**config.mk**
```make
export PLATFORM = sky130hd
export DESIGN_NAME = sdram_arbit_flat
export DESIGN_NICKNAME = d
export VERILOG_FILES = /design/src/rtl/sdram_arbit_pkg.sv /design/src/rtl/sdram_arbit_if.sv /design/src/rtl/sdram_arbit.sv /design/src/flat_wrapper.sv
export SDC_FILE = /design/constraint.sdc
export NUM_CORES = 1
export LEC_CHECK = 0
export ABC_AREA = 0
export BUFFER_PORTS_ARGS = -buffer_cell sky130_fd_sc_hd__clkbuf_2
export CORE_AREA = 4 4 63 65
export CTS_CLUSTER_DIAMETER = 80
export DETAILED_ROUTE_END_ITERATION = 10
export DIE_AREA = 0 0 67 69
export GPL_TIMING_DRIVEN = 0
export PLACE_DENSITY = 0.8
export SYNTH_ARGS = -nofsm -noshare
export SYNTH_HDL_FRONTEND = slang
export SYNTH_SLANG_ARGS = --single-unit
export TNS_END_PERCENT = 50
```
**constraint.sdc**
```tcl
create_clock -name clk -period 1.9 [get_ports clk]
set_input_delay 0.38 -clock clk [delete_from_list [all_inputs] [get_ports clk]]
set_output_delay 0.38 -clock clk [all_outputs]
set_load 0.005 [all_outputs]
```
**src/rtl/sdram_arbit_pkg.sv**
```systemverilog
// Shared definitions for the SDRAM command-bus arbiter: state encodings and SDRAM
// command words in {CS_N,RAS_N,CAS_N,WE_N} order.
package sdram_arbit_pkg;

  localparam int ADDR_W_DEF = 13;
  localparam int DATA_W_DEF = 16;

  typedef logic [3:0] sdram_cmd_t;

  localparam sdram_cmd_t CMD_NOP       = 4'b0111;
  localparam sdram_cmd_t CMD_PRECHARGE = 4'b0010;
  localparam sdram_cmd_t CMD_AREF      = 4'b0001;
  localparam sdram_cmd_t CMD_ACTIVE    = 4'b0011;
  localparam sdram_cmd_t CMD_WRITE     = 4'b0100;
  localparam sdram_cmd_t CMD_READ      = 4'b0101;
  localparam sdram_cmd_t CMD_MODE      = 4'b0000;

  typedef enum logic [4:0] {
    ST_IDLE  = 5'b00001,
    ST_ARBIT = 5'b00010,
    ST_AREF  = 5'b00100,
    ST_WRITE = 5'b01000,
    ST_READ  = 5'b10000
  } state_e;

endpackage

```
**src/rtl/sdram_arbit_if.sv**
```systemverilog
// Engine-side request/grant/command signals plus the SDRAM pin-side outputs of the arbiter.
// slave = the arbiter, master = the engines and pad logic around it.
interface sdram_arbit_if #(
  parameter int ADDR_W = sdram_arbit_pkg::ADDR_W_DEF,
  parameter int DATA_W = sdram_arbit_pkg::DATA_W_DEF
);

  logic              flag_init_end;
  logic [3:0]        init_cmd;
  logic [ADDR_W-1:0] init_addr;

  logic              aref_req;
  logic              flag_aref_end;
  logic [3:0]        aref_cmd;
  logic [ADDR_W-1:0] aref_addr;
  logic              aref_en;

  logic              wr_req;
  logic              flag_wr_end;
  logic [3:0]        wr_cmd;
  logic [ADDR_W-1:0] wr_addr;
  logic [DATA_W-1:0] wr_data;
  logic              wr_en;

  logic              rd_req;
  logic              flag_rd_end;
  logic [3:0]        rd_cmd;
  logic [ADDR_W-1:0] rd_addr;
  logic              rd_en;

  logic [3:0]        sdram_cmd;
  logic [ADDR_W-1:0] sdram_addr;
  logic              dq_oe;
  logic [DATA_W-1:0] dq_out;
  logic [4:0]        state;

  modport slave (
    input  flag_init_end, init_cmd, init_addr,
    input  aref_req, flag_aref_end, aref_cmd, aref_addr,
    input  wr_req, flag_wr_end, wr_cmd, wr_addr, wr_data,
    input  rd_req, flag_rd_end, rd_cmd, rd_addr,
    output aref_en, wr_en, rd_en,
    output sdram_cmd, sdram_addr, dq_oe, dq_out, state
  );

  modport master (
    output flag_init_end, init_cmd, init_addr,
    output aref_req, flag_aref_end, aref_cmd, aref_addr,
    output wr_req, flag_wr_end, wr_cmd, wr_addr, wr_data,
    output rd_req, flag_rd_end, rd_cmd, rd_addr,
    input  aref_en, wr_en, rd_en,
    input  sdram_cmd, sdram_addr, dq_oe, dq_out, state
  );

endinterface

```
**src/rtl/sdram_arbit.sv**
```systemverilog
// Owner of the single SDRAM command bus: waits for init, then grants refresh, write or
// read engines (refresh first, write/read round-robin) and muxes the winner onto the pins.
import sdram_arbit_pkg::*;

module sdram_arbit #(
  parameter int         ADDR_W  = ADDR_W_DEF,
  parameter int         DATA_W  = DATA_W_DEF,
  parameter logic [3:0] CMD_NOP = sdram_arbit_pkg::CMD_NOP
) (
  input  logic          clk,
  input  logic          rst_n,
  sdram_arbit_if.slave  bus
);

  state_e            r_state;
  logic              r_aref_en;
  logic              r_wr_en;
  logic              r_rd_en;
  logic              r_last_wr;

  logic [3:0]        w_cmd;
  logic [ADDR_W-1:0] w_addr;
  logic              w_dq_oe;
  logic [DATA_W-1:0] w_dq_out;
  logic              w_wr_wins;

  // On a wr/rd tie the side not served last wins; a lone requester always wins.
  assign w_wr_wins = bus.wr_req && (!bus.rd_req || !r_last_wr);

  // NOTE: all state and grant flops use non-blocking assignments so every branch
  // sees the pre-edge values and the grant asserts on the same edge as the state change.
  always_ff @(posedge clk or negedge rst_n) begin
    if (!rst_n) begin
      r_state   <= ST_IDLE;
      r_aref_en <= 1'b0;
      r_wr_en   <= 1'b0;
      r_rd_en   <= 1'b0;
      r_last_wr <= 1'b0;
    end else begin
      r_wr_en <= 1'b0;
      r_rd_en <= 1'b0;
      case (r_state)
        ST_IDLE: begin
          if (bus.flag_init_end) r_state <= ST_ARBIT;
        end
        ST_ARBIT: begin
          if (bus.aref_req) begin
            r_state   <= ST_AREF;
            r_aref_en <= 1'b1;
          end else if (w_wr_wins) begin
            r_state   <= ST_WRITE;
            r_wr_en   <= 1'b1;
            r_last_wr <= 1'b1;
          end else if (bus.rd_req) begin
            r_state   <= ST_READ;
            r_rd_en   <= 1'b1;
            r_last_wr <= 1'b0;
          end
        end
        ST_AREF: begin
          if (bus.flag_aref_end) begin
            r_state   <= ST_ARBIT;
            r_aref_en <= 1'b0;
          end
        end
        ST_WRITE: begin
          if (bus.flag_wr_end) r_state <= ST_ARBIT;
        end
        ST_READ: begin
          if (bus.flag_rd_end) r_state <= ST_ARBIT;
        end
        default: begin
          r_state   <= ST_IDLE;
          r_aref_en <= 1'b0;
        end
      endcase
    end
  end

  // NOTE: defaults first so every path assigns every output and no latch is inferred;
  // the defaults double as the safe values for a corrupted state register.
  always_comb begin
    w_cmd   = CMD_NOP;
    w_addr  = '0;
    w_dq_oe = 1'b0;
    case (r_state)
      ST_IDLE: begin
        w_cmd  = bus.init_cmd;
        w_addr = bus.init_addr;
      end
      ST_ARBIT: begin
        w_cmd  = CMD_NOP;
        w_addr = bus.init_addr;
      end
      ST_AREF: begin
        w_cmd  = bus.aref_cmd;
        w_addr = bus.aref_addr;
      end
      ST_WRITE: begin
        w_cmd   = bus.wr_cmd;
        w_addr  = bus.wr_addr;
        w_dq_oe = 1'b1;
      end
      ST_READ: begin
        w_cmd  = bus.rd_cmd;
        w_addr = bus.rd_addr;
      end
      default: ;
    endcase
  end

  assign w_dq_out = bus.wr_data;

  assign bus.sdram_cmd  = w_cmd;
  assign bus.sdram_addr = w_addr;
  assign bus.dq_oe      = w_dq_oe;
  assign bus.dq_out     = w_dq_out;
  assign bus.state      = r_state;
  assign bus.aref_en    = r_aref_en;
  assign bus.wr_en      = r_wr_en;
  assign bus.rd_en      = r_rd_en;

endmodule

```
**src/flat_wrapper.sv**
```systemverilog
// flat-port wrapper written by rule: the top's interface ports become plain ports
module sdram_arbit_flat 
#(
  parameter int         ADDR_W  = ADDR_W_DEF,
  parameter int         DATA_W  = DATA_W_DEF,
  parameter logic [3:0] CMD_NOP = sdram_arbit_pkg::CMD_NOP
)
  (clk, rst_n, bus_flag_init_end, bus_init_cmd, bus_init_addr, bus_aref_req, bus_flag_aref_end, bus_aref_cmd, bus_aref_addr, bus_wr_req, bus_flag_wr_end, bus_wr_cmd, bus_wr_addr, bus_wr_data, bus_rd_req, bus_flag_rd_end, bus_rd_cmd, bus_rd_addr, bus_aref_en, bus_wr_en, bus_rd_en, bus_sdram_cmd, bus_sdram_addr, bus_dq_oe, bus_dq_out, bus_state);
  sdram_arbit_if #(.ADDR_W(ADDR_W), .DATA_W(DATA_W)) bus_i ();
  input  logic clk;
  input  logic rst_n;
  input wire logic [$bits(bus_i.flag_init_end)-1:0] bus_flag_init_end;
  input wire logic [$bits(bus_i.init_cmd)-1:0] bus_init_cmd;
  input wire logic [$bits(bus_i.init_addr)-1:0] bus_init_addr;
  input wire logic [$bits(bus_i.aref_req)-1:0] bus_aref_req;
  input wire logic [$bits(bus_i.flag_aref_end)-1:0] bus_flag_aref_end;
  input wire logic [$bits(bus_i.aref_cmd)-1:0] bus_aref_cmd;
  input wire logic [$bits(bus_i.aref_addr)-1:0] bus_aref_addr;
  input wire logic [$bits(bus_i.wr_req)-1:0] bus_wr_req;
  input wire logic [$bits(bus_i.flag_wr_end)-1:0] bus_flag_wr_end;
  input wire logic [$bits(bus_i.wr_cmd)-1:0] bus_wr_cmd;
  input wire logic [$bits(bus_i.wr_addr)-1:0] bus_wr_addr;
  input wire logic [$bits(bus_i.wr_data)-1:0] bus_wr_data;
  input wire logic [$bits(bus_i.rd_req)-1:0] bus_rd_req;
  input wire logic [$bits(bus_i.flag_rd_end)-1:0] bus_flag_rd_end;
  input wire logic [$bits(bus_i.rd_cmd)-1:0] bus_rd_cmd;
  input wire logic [$bits(bus_i.rd_addr)-1:0] bus_rd_addr;
  output wire logic [$bits(bus_i.aref_en)-1:0] bus_aref_en;
  output wire logic [$bits(bus_i.wr_en)-1:0] bus_wr_en;
  output wire logic [$bits(bus_i.rd_en)-1:0] bus_rd_en;
  output wire logic [$bits(bus_i.sdram_cmd)-1:0] bus_sdram_cmd;
  output wire logic [$bits(bus_i.sdram_addr)-1:0] bus_sdram_addr;
  output wire logic [$bits(bus_i.dq_oe)-1:0] bus_dq_oe;
  output wire logic [$bits(bus_i.dq_out)-1:0] bus_dq_out;
  output wire logic [$bits(bus_i.state)-1:0] bus_state;
  assign bus_i.flag_init_end = bus_flag_init_end;
  assign bus_i.init_cmd = bus_init_cmd;
  assign bus_i.init_addr = bus_init_addr;
  assign bus_i.aref_req = bus_aref_req;
  assign bus_i.flag_aref_end = bus_flag_aref_end;
  assign bus_i.aref_cmd = bus_aref_cmd;
  assign bus_i.aref_addr = bus_aref_addr;
  assign bus_i.wr_req = bus_wr_req;
  assign bus_i.flag_wr_end = bus_flag_wr_end;
  assign bus_i.wr_cmd = bus_wr_cmd;
  assign bus_i.wr_addr = bus_wr_addr;
  assign bus_i.wr_data = bus_wr_data;
  assign bus_i.rd_req = bus_rd_req;
  assign bus_i.flag_rd_end = bus_flag_rd_end;
  assign bus_i.rd_cmd = bus_rd_cmd;
  assign bus_i.rd_addr = bus_rd_addr;
  assign bus_aref_en = bus_i.aref_en;
  assign bus_wr_en = bus_i.wr_en;
  assign bus_rd_en = bus_i.rd_en;
  assign bus_sdram_cmd = bus_i.sdram_cmd;
  assign bus_sdram_addr = bus_i.sdram_addr;
  assign bus_dq_oe = bus_i.dq_oe;
  assign bus_dq_out = bus_i.dq_out;
  assign bus_state = bus_i.state;
  sdram_arbit #(.ADDR_W(ADDR_W), .DATA_W(DATA_W), .CMD_NOP(CMD_NOP)) u_core (.clk(clk), .rst_n(rst_n), .bus(bus_i));
endmodule
```
==> results.json <==
{
  "status": "complete, but fails checks",
  "violations": "setup timing",
  "wl_per_cell_um": 15.4,
  "pre_cts_ws_ps": -183,
  "power_density_nw_per_um2": 874,
  "antenna_found_initial": 0,
  "grt_use_total": 0.190,
  "clkSinkCount": 9,
  "leakage_uw": 0.00114,
  "synth_seq_area_share": 0.205,
  "ir_drop_mv": 0.447,
  "end_kind": "output pin",
  "nFillCells": 299,
  "avgSynthCellArea_um2": 7.95,
  "internal-power_uw": 1050,
  "cts_tree": "done",
  "vias": 1617,
  "hold_class": "in -> reg",
  "power.total_uw": 1850,
  "dieHeight_um": 69,
  "path_clk_slew_ps": 70,
  "synth_top_area_frac": 0.231,
  "path_max_fanout": 7,
  "synthesis.nets": 232,
  "pin_count": 135,
  "fin_util": 0.634,
  "start_util": 0.331,
  "dieArea_um2": 4620,
  "coreArea_um2": 3340,
  "pwr-share-clk": 0.086,
  "cts-root-buf": "clkbuf_4",
  "drt.antenna.violating_nets": 0,
  "max_freq_mhz": 460,
  "ys_warn_count": 0,
  "clock_path_buffers": 2,
  "critical_path.startpoint_type": "flip-flop",
  "critPathKind": "reg -> out",
  "p_comb_frac": 0.760,
  "synth_area_leaders": "a22oi_1 (23%), dfrtp_1 (18%), buf_4 (14%), nand2_1 (6.1%), dfstp_2 (2.4%)",
  "synth_area_um2": 1100,
  "syn2layout_area_growth_pct": 91.6,
  "finalClockSkew_ps": 5.86,
  "grt_pass1_wl_um": 6920,
  "htree_levels": 1,
  "nNetsFinal": 369,
  "finalSetupViolations": 18,
  "grt_max_degree": 11,
  "switching_power_uw": 795,
  "ys_types": 38,
  "rsz0062_at_grt": "true",
  "tightest_slew_ps": 343,
  "max_slew_margin": 0.770,
  "synth_edf_count": 0,
  "synthCells": 139,
  "clkLatencyLatePin_ps": 280,
  "num_rows": 21,
  "ys_ff_latch": 9,
  "fin_ws_ps": -275,
  "cts_buffers": 3,
  "seq_power_share": 0.153,
  "dp_hpwl_um": 3600,
  "async_flop_share": 1.00,
  "synth_ff_type": "dfrtp_1",
  "final_common_cell": "clkbuf_2",
  "die_x_um": 67,
  "firstDrtPassIters": 4,
  "wirelength_um": 4950,
  "drc": 0,
  "cp.required_ps": 1520,
  "finalHoldViolCount": 0,
  "fin_crit_sh": 1.14,
  "grt_pass1_vias": 1488,
  "drive_above_1_share": 0.698,
  "yosysTopAreaCell": "a22oi_1",
  "antenna_cells": 0,
  "netSwitchingFraction": 0.430,
  "viasPerCell": 5.04,
  "slew_violations": 0,
  "arrival_ps": 1790,
  "overflow": 0,
  "drv_cap": 0,
  "fin_setup_tns_ps": -4160,
  "layout_common_cells": "clkbuf_2 (114), buf_4 (28), a22oi_1 (20)",
  "gp_congestion": 0.789,
  "first_iter_violations": 92,
  "portBuffers": 118,
  "fin_crit_ps": 2170
}
-- registers in the layout, summed over array words and instances (netlist names) --
signal and flops:
u_core.bus.aref_en 1, u_core.bus.rd_en 1, u_core.bus.state 5, u_core.bus.wr_en 1, u_core.r_last_wr 1
-- cells by family after synthesis --
| group | count (synthesis) | share of synthesized area |
|---|---|---|
| simple gates | 50 | 0.260 |
| flops | 9 | 0.205 |
| xor+xnor | 2 | 0.0159 |
| buf+inv | 29 | 0.186 |
| compound gates | 49 | 0.333 |
-- through the flow --
| step | std cells | hold slack [ps] | instance area, um2 |
|---|---|---|---|
| after global placement | 303 | 246 | 1750 |
| final | 321 | 308 | 2120 |
| after global routing | 321 | 304 | 2120 |
| after floorplan | 139 | 84.4 | 1100 |
| after detailed placement | 303 | 249 | 1750 |
| after CTS | 312 | 304 | 1930 |
-- metal layers --
| layer | GRT usage | vias to the layer above | wire, um |
|---|---|---|---|
| li1 | - | 784 | - |
| met1 | 0.222 | 740 | 1800 |
| met5 | 0 | - | 0 |
| met4 | 0.0518 | 0 | 92 |
| met2 | 0.340 | 84 | 2650 |
| met3 | 0.0390 | 9 | 410 |
-- repair_timing --
item                       in CTS  in global routing
cloned                          0                  4
resized for setup              22                 28
setup buffers                   4                  5
hold endpoints to repair        8                  0
hold buffers                    1                  0
pin swaps                       2                  7
setup endpoints to repair      18                 18
-- synthesized netlist by cell type, types with 2 or more instances --
cell type  number
nor3b_1         2
buf_2           5
nor3_1          3
a21oi_1         2
buf_6           2
nand2_1        18
nand2b_1        4
dfrtp_1         8
and3_1          2
a31oi_1         2
nor2_1          6
nor2b_1         2
o21ai_0         2
buf_4          20
a22oi_1        34
nand3_1         5
-- power by group through the flow --
stage	clock [uW]	sequential [uW]	combinational, uW
2_1_floorplan	0	284	647
3_3_place_gp	0	281	1080
3_5_place_dp	0	283	1090
4_1_cts	164	280	1280
5_1_grt	172	294	1530
6_report	160	284	1410
-- path summary, 6_finish.rpt --
check / from / endpoint / slack, ps / cells past startpoint
worst min-delay path: bus_flag_rd_end / u_core.bus.state[4] / 310 / 2
min in group asynchronous: rst_n / u_core.bus.rd_en / 480 / 2
worst max-delay path: u_core.bus.state[0] / bus_sdram_addr[2] / -270 / 8
max in group asynchronous: rst_n / u_core.bus.state[0] / 1150 / 2
worst max register to register: u_core.bus.state[0] / u_core.bus.state[1] / 200 / 6
worst min register to register: u_core.r_last_wr / u_core.r_last_wr / 520 / 1
-- worst max-delay path, stage by stage (launching register included) --
cell       delay [ps]
dfstp_2           540
buf_6             140
nor2_4             50
and3_4            180
buf_6             140
clkbuf_16         150
a22oi_2           140
nand2_1            70
clkbuf_2          110
-- layout make-up --
| cell class | count | area [um2] | share of cell area |
|---|---|---|---|
| inverter | 2 | 7.51 | 0.00355 |
| buffer | 27 | 248 | 0.117 |
| sequential | 9 | 228 | 0.108 |
| tap | 46 | 57.6 | 0.0272 |
| multi-input combinational | 101 | 812 | 0.384 |
| clock inverter | 1 | 5.00 | 0.00236 |
| timing repair buffer | 132 | 737 | 0.348 |
| clock buffer | 3 | 22.5 | 0.0106 |
No activity file was read; power rests on OpenSTA's default activity.
